`src/rtl/pc_salto.sv`:
```
// PC register and branch/jump resolution with post-redirect flush and sticky alignment trap.
// Optional macro SALTOS_COMPLETOS_EN adds BLT/BGE/BLTU/BGEU decoding on top of BEQ/BNE.
module pc_salto #(
   parameter logic [31:0] RESET_PC     = 32'h0000_0000,
   parameter int unsigned FLUSH_CICLOS = 1
) (
   input  logic        clk,
   input  logic        nreset,
   input  logic        stall,
   input  logic        cero,
   input  logic        menor,
   input  logic        menor_u,
   input  logic        es_salto,
   input  logic        es_jal,
   input  logic        es_jalr,
   input  logic [2:0]  funct3,
   input  logic [31:0] inmediato,
   input  logic [31:0] base_jalr,
   output logic [31:0] pc,
   output logic [31:0] pc_mas4,
   output logic        tomado,
   output logic        anular,
   output logic        error_alineacion
);

   localparam logic [1:0] FlushIni = 2'(FLUSH_CICLOS);

   typedef enum logic [1:0] {StEjec, StAnula, StError} estado_e;

   estado_e     estado_q;
   logic [1:0]  cuenta_q;
   logic [31:0] pc_q;
   logic        anular_q;
   logic        error_q;

   logic        condicion;
   logic        salta;
   logic        alineado;
   logic        decide;
   logic        trampa;
   logic [31:0] destino;
   logic [31:0] destino_pc;
   logic [31:0] destino_jalr;

`ifndef SALTOS_COMPLETOS_EN
   logic unused_menor;
   assign unused_menor = menor ^ menor_u;
`endif

   always_comb begin
      condicion = 1'b0;
      unique case (funct3)
         3'b000:  condicion = cero;
         3'b001:  condicion = !cero;
`ifdef SALTOS_COMPLETOS_EN
         3'b100:  condicion = menor;
         3'b101:  condicion = !menor;
         3'b110:  condicion = menor_u;
         3'b111:  condicion = !menor_u;
`endif
         default: condicion = 1'b0;
      endcase
   end

   always_comb begin
      destino_pc   = pc_q + inmediato;
      destino_jalr = (base_jalr + inmediato) & ~32'd1;
      salta        = 1'b0;
      destino      = destino_pc;
      if (es_jal) begin
         salta = 1'b1;
      end else if (es_jalr) begin
         salta   = 1'b1;
         destino = destino_jalr;
      end else if (es_salto) begin
         salta = condicion;
      end
      alineado = (destino[1:0] == 2'b00);
      // Decisions are only live in EJEC on a non-stalled cycle.
      decide   = (estado_q == StEjec) && !stall;
      tomado   = decide && salta && alineado;
      trampa   = decide && salta && !alineado;
   end

   always_ff @(posedge clk or negedge nreset) begin
      if (!nreset) begin
         estado_q <= StEjec;
         cuenta_q <= 2'd0;
         pc_q     <= RESET_PC;
         anular_q <= 1'b0;
         error_q  <= 1'b0;
      end else if (!stall) begin
         unique case (estado_q)
            StEjec: begin
               if (tomado) begin
                  pc_q     <= destino;
                  cuenta_q <= FlushIni;
                  anular_q <= 1'b1;
                  estado_q <= StAnula;
               end else if (trampa) begin
                  error_q  <= 1'b1;
                  estado_q <= StError;
               end else begin
                  pc_q <= pc_q + 32'd4;
               end
            end
            StAnula: begin
               pc_q <= pc_q + 32'd4;
               if (cuenta_q == 2'd1) begin
                  anular_q <= 1'b0;
                  estado_q <= StEjec;
               end else begin
                  cuenta_q <= cuenta_q - 2'd1;
               end
            end
            StError: begin
               estado_q <= StError;
            end
            default: estado_q <= StEjec;
         endcase
      end
   end

   assign pc               = pc_q;
   assign pc_mas4          = pc_q + 32'd4;
   assign anular           = anular_q;
   assign error_alineacion = error_q;

endmodule

```
`config.mk`:
```
export PLATFORM = sky130hd
export DESIGN_NAME = pc_salto
export DESIGN_NICKNAME = d
export VERILOG_FILES = /design/src/rtl/pc_salto.sv
export SDC_FILE = /design/constraint.sdc
export NUM_CORES = 1
export LEC_CHECK = 0
export CAP_MARGIN = 40
export CORE_MARGIN = 8
export CORE_UTILIZATION = 40
export DETAILED_ROUTE_END_ITERATION = 12
export PLACE_DENSITY = 0.68
export SYNTH_ARGS = -nofsm -noshare
export SYNTH_HDL_FRONTEND = slang
export SYNTH_SLANG_ARGS = --single-unit
```
`constraint.sdc`:
```
create_clock -name clk -period 3.3 [get_ports clk]
set_input_delay 0.66 -clock clk [delete_from_list [all_inputs] [get_ports clk]]
set_output_delay 0.66 -clock clk [all_outputs]
set_load 0.02 [all_outputs]
```
==> impl_results.md <==
* 1st-iter DRT viols at 495
* Sequential area share after synthesis at 0.165
* Setup WS pre-CTS at -525 ps
* Layout Nets at 1189
* GPL Wtd Cong at 0.982
* Synth Instances at 784
* Worst Path Max Fanout at 7
* Antenna Diode Count at 0
* CP startpoint: pc[4]
* Critical path endpoint category: output port
* Area Growth Syn to Fin at 55.4%
* Antenna viol nets, final at 0
* Initial core utilization at 0.403
* Finished Cell Area at 0.00895 mm²
* Crit share post-route at 0.977
* Drt total wl at ~22000 µm
* Slew Limit Fails at 0
* Via density at 5.65
* Core area at 0.0143 mm²
* Required time worst endpoint at 2640 ps
* Leak at between 4 and 5 nW
* Yosys reg bits at 38
* Worst Max-Slew Pin Slew at ~390 ps
* Post-synth top flop: dfrtp_1
* Arr. time, crit path at around 2600 ps
* Ys Warns at 0
* Worst-skew pair later-pin latency at 280 ps
* Initial antenna violation count at 1
* Row count at 44
* Crit Path Class: reg2out
* Final-report hold violation count at 0
* Routed WL per cell at between 15 and 20 µm
* Synth Cell Area at 0.00576 mm²
* Clock skew at 5.47 ps
* Ports at between 100 and 150
* Chip height at 136 µm
* Mapped Nets at 925
* GRT Total Usage at 0.223
* Number of global-route vias before repair at 6809
* Die width at 136 µm
* First-pass GRT wire length at 33700 µm
* Final HPWL DP at 17100 µm
* Final setup vio count at 0
* Vias at 6963
* Max_slew headroom at 0.732
* GR Overflow Total at 0
* Clk sinks at 38
* Cts-stage hold buffer count at 0
* Full die area at 0.0185 mm²
* Final WS setup at around 75 ps
* Cell Area, Placed at 0.00836 mm²
* Hold Path Class: in2async
* CTS clock-pin slew for the worst setup and hold paths at 60 ps
* Power Dens Cells at between 600 and 700 mW/mm²
* VDD IR-drop max at 0.432 mV
* Root buffer cell: clkbuf_16
* Pin count of the biggest net entering global routing at 37
* Cell variety after synth at between 70 and 80
* # H-tree levels at 2
* Post-route minimum period at 3230 ps
* Async S/R FF share, synth at 1.00
* FF-to-FF Start: pc[2]
* Post-synth EDFFs at 0
* Inserted Clock Buffers at 5
* Pre-Repair DR Iteration Count at 5
* Max-cap violations at 0
* Clock Path Buffers at 2
* FMAX at between 300 and 400 MHz
* Run status: complete, no violations
* Syn avg cell area at 7.35 µm²
* CTS tree: built
* Fin util at 0.626
* DRC viols at 0
* Share of layout cells above drive strength 1 at 0.199
* PortBufs at 140
* CP startpoint kind: flop
worst max-delay path, cell delays in order (launching register included):
cell,delay [ps]
dfrtp_2,470
nand3_1,130
buf_4,170
or3_1,450
nor2_1,160
xnor2_1,210
clkdlybuf4s50_1,680
sequential cells by signal, summed over array words and instances (netlist names):
| signal | cells |
|---|---|
| anular | 1 |
| cuenta_q | 2 |
| error_alineacion | 1 |
| estado_q | 2 |
| pc | 32 |
power by group:
group	leakage (nW)	internal, mW	switching (mW)
registers	0.457	0.636	0.235
logic	3.49	2.13	2.31
clock network	0.0971	0.455	0.209
routing by layer:
metal,vias up,share of wire,GRT usage
li1,3433,-,-
met1,3221,0.44,0.287
met2,264,0.47,0.384
met3,43,0.071,0.0314
met4,2,0.026,0.0543
met5,-,0.00046,0
logic make-up (layout without fill, tap and decap cells):
| kind of cell | Yosys count | after routing | synth area share |
|---|---|---|---|
| AO/OA/AOI/OAI | 278 | 278 | 0.313 |
| XOR/XNOR | 76 | 76 | 0.116 |
| adder cells (fa/ha/maj) | 65 | 65 | 0.144 |
| buffers and inverters | 55 | 320 | 0.0380 |
| flip-flops | 38 | 38 | 0.165 |
| multiplexers | 4 | 4 | 0.00738 |
| AND/OR/NAND/NOR | 268 | 268 | 0.218 |
final cells by class:
| class | count | area, µm² |
|---|---|---|
| clock buffer | 6 | 139 |
| clock inverter | 2 | 60.1 |
| fill | 1301 | 5360 |
| inverter | 26 | 97.6 |
| multi-input combinational | 691 | 4900 |
| sequential | 38 | 952 |
| tap | 184 | 230 |
| timing repair buffer | 286 | 2580 |
per-stage QoR:
| stage | cells | setup TNS, ps | total power, mW | hold slack, ps |
|---|---|---|---|---|
| after global routing | 1233 | -25.8 | 6.38 | 308 |
| after CTS | 1228 | 0 | 5.77 | 292 |
| after global placement | 1217 | -7120 | 4.95 | 454 |
| after floorplan | 784 | 0 | 3.17 | 364 |
| after detailed placement | 1218 | -8010 | 5.00 | 463 |
| final | 1233 | 0 | 5.97 | 293 |
cell usage after synthesis (all sizes together), types with 5 or more instances:
library cell	number	area, µm²
nand3	31	155
a211oi	12	95.1
clkbuf	23	87.6
o21bai	6	48.8
or3	5	31.3
nand2b	12	75.1
inv	26	97.6
xor2	30	263
nor2b	6	37.5
o221ai	5	50.0
o31ai	6	58.8
xnor2	46	403
ha	63	788
a21oi	92	468
and3	8	50.1
o22ai	6	37.5
dfrtp	38	951
and2	8	50.1
a21o	16	120
nand4	17	106
nor4	5	31.3
buf	6	33.8
nor2	69	259
o21a	10	75.1
nor3	20	105
o211ai	13	103
nand2	81	304
o21ai	66	330
a221oi	7	80.1
a31oi	11	90.1
path summary, 6_finish.rpt:
| kind | endpoint | slack [ps] | depth (start not counted) |
|---|---|---|---|
| worst max-delay path | pc_mas4[13] | 70 | 6 |
| worst min-delay path | pc[30] | 290 | 1 |
| worst max register to register | pc[25] | 230 | 11 |
| worst min register to register | error_alineacion | 470 | 2 |
| max in group asynchronous | pc[4] | 2510 | 2 |
| min in group clk | error_alineacion | 470 | 2 |
what timing repair did:
action	4_1_cts	5_1_grt
resized for setup	25	51
pin swaps	16	28
endpoints found under the setup margin	25	26
setup buffers	2	5
cell usage in the layout (no fill, tap or decap), types with 26 or more instances in the layout:
| cell type | instances |
|---|---|
| buf_4 | 142 |
| clkdlybuf4s50_1 | 110 |
| a21oi_1 | 88 |
| nand2_1 | 81 |
| nor2_1 | 68 |
| o21ai_0 | 58 |
| ha_1 | 52 |
| xnor2_1 | 45 |
| dfrtp_1 | 37 |
| xor2_1 | 30 |
| nand3_1 | 29 |
| inv_1 | 26 |
Power figures use the tool's default switching activity.
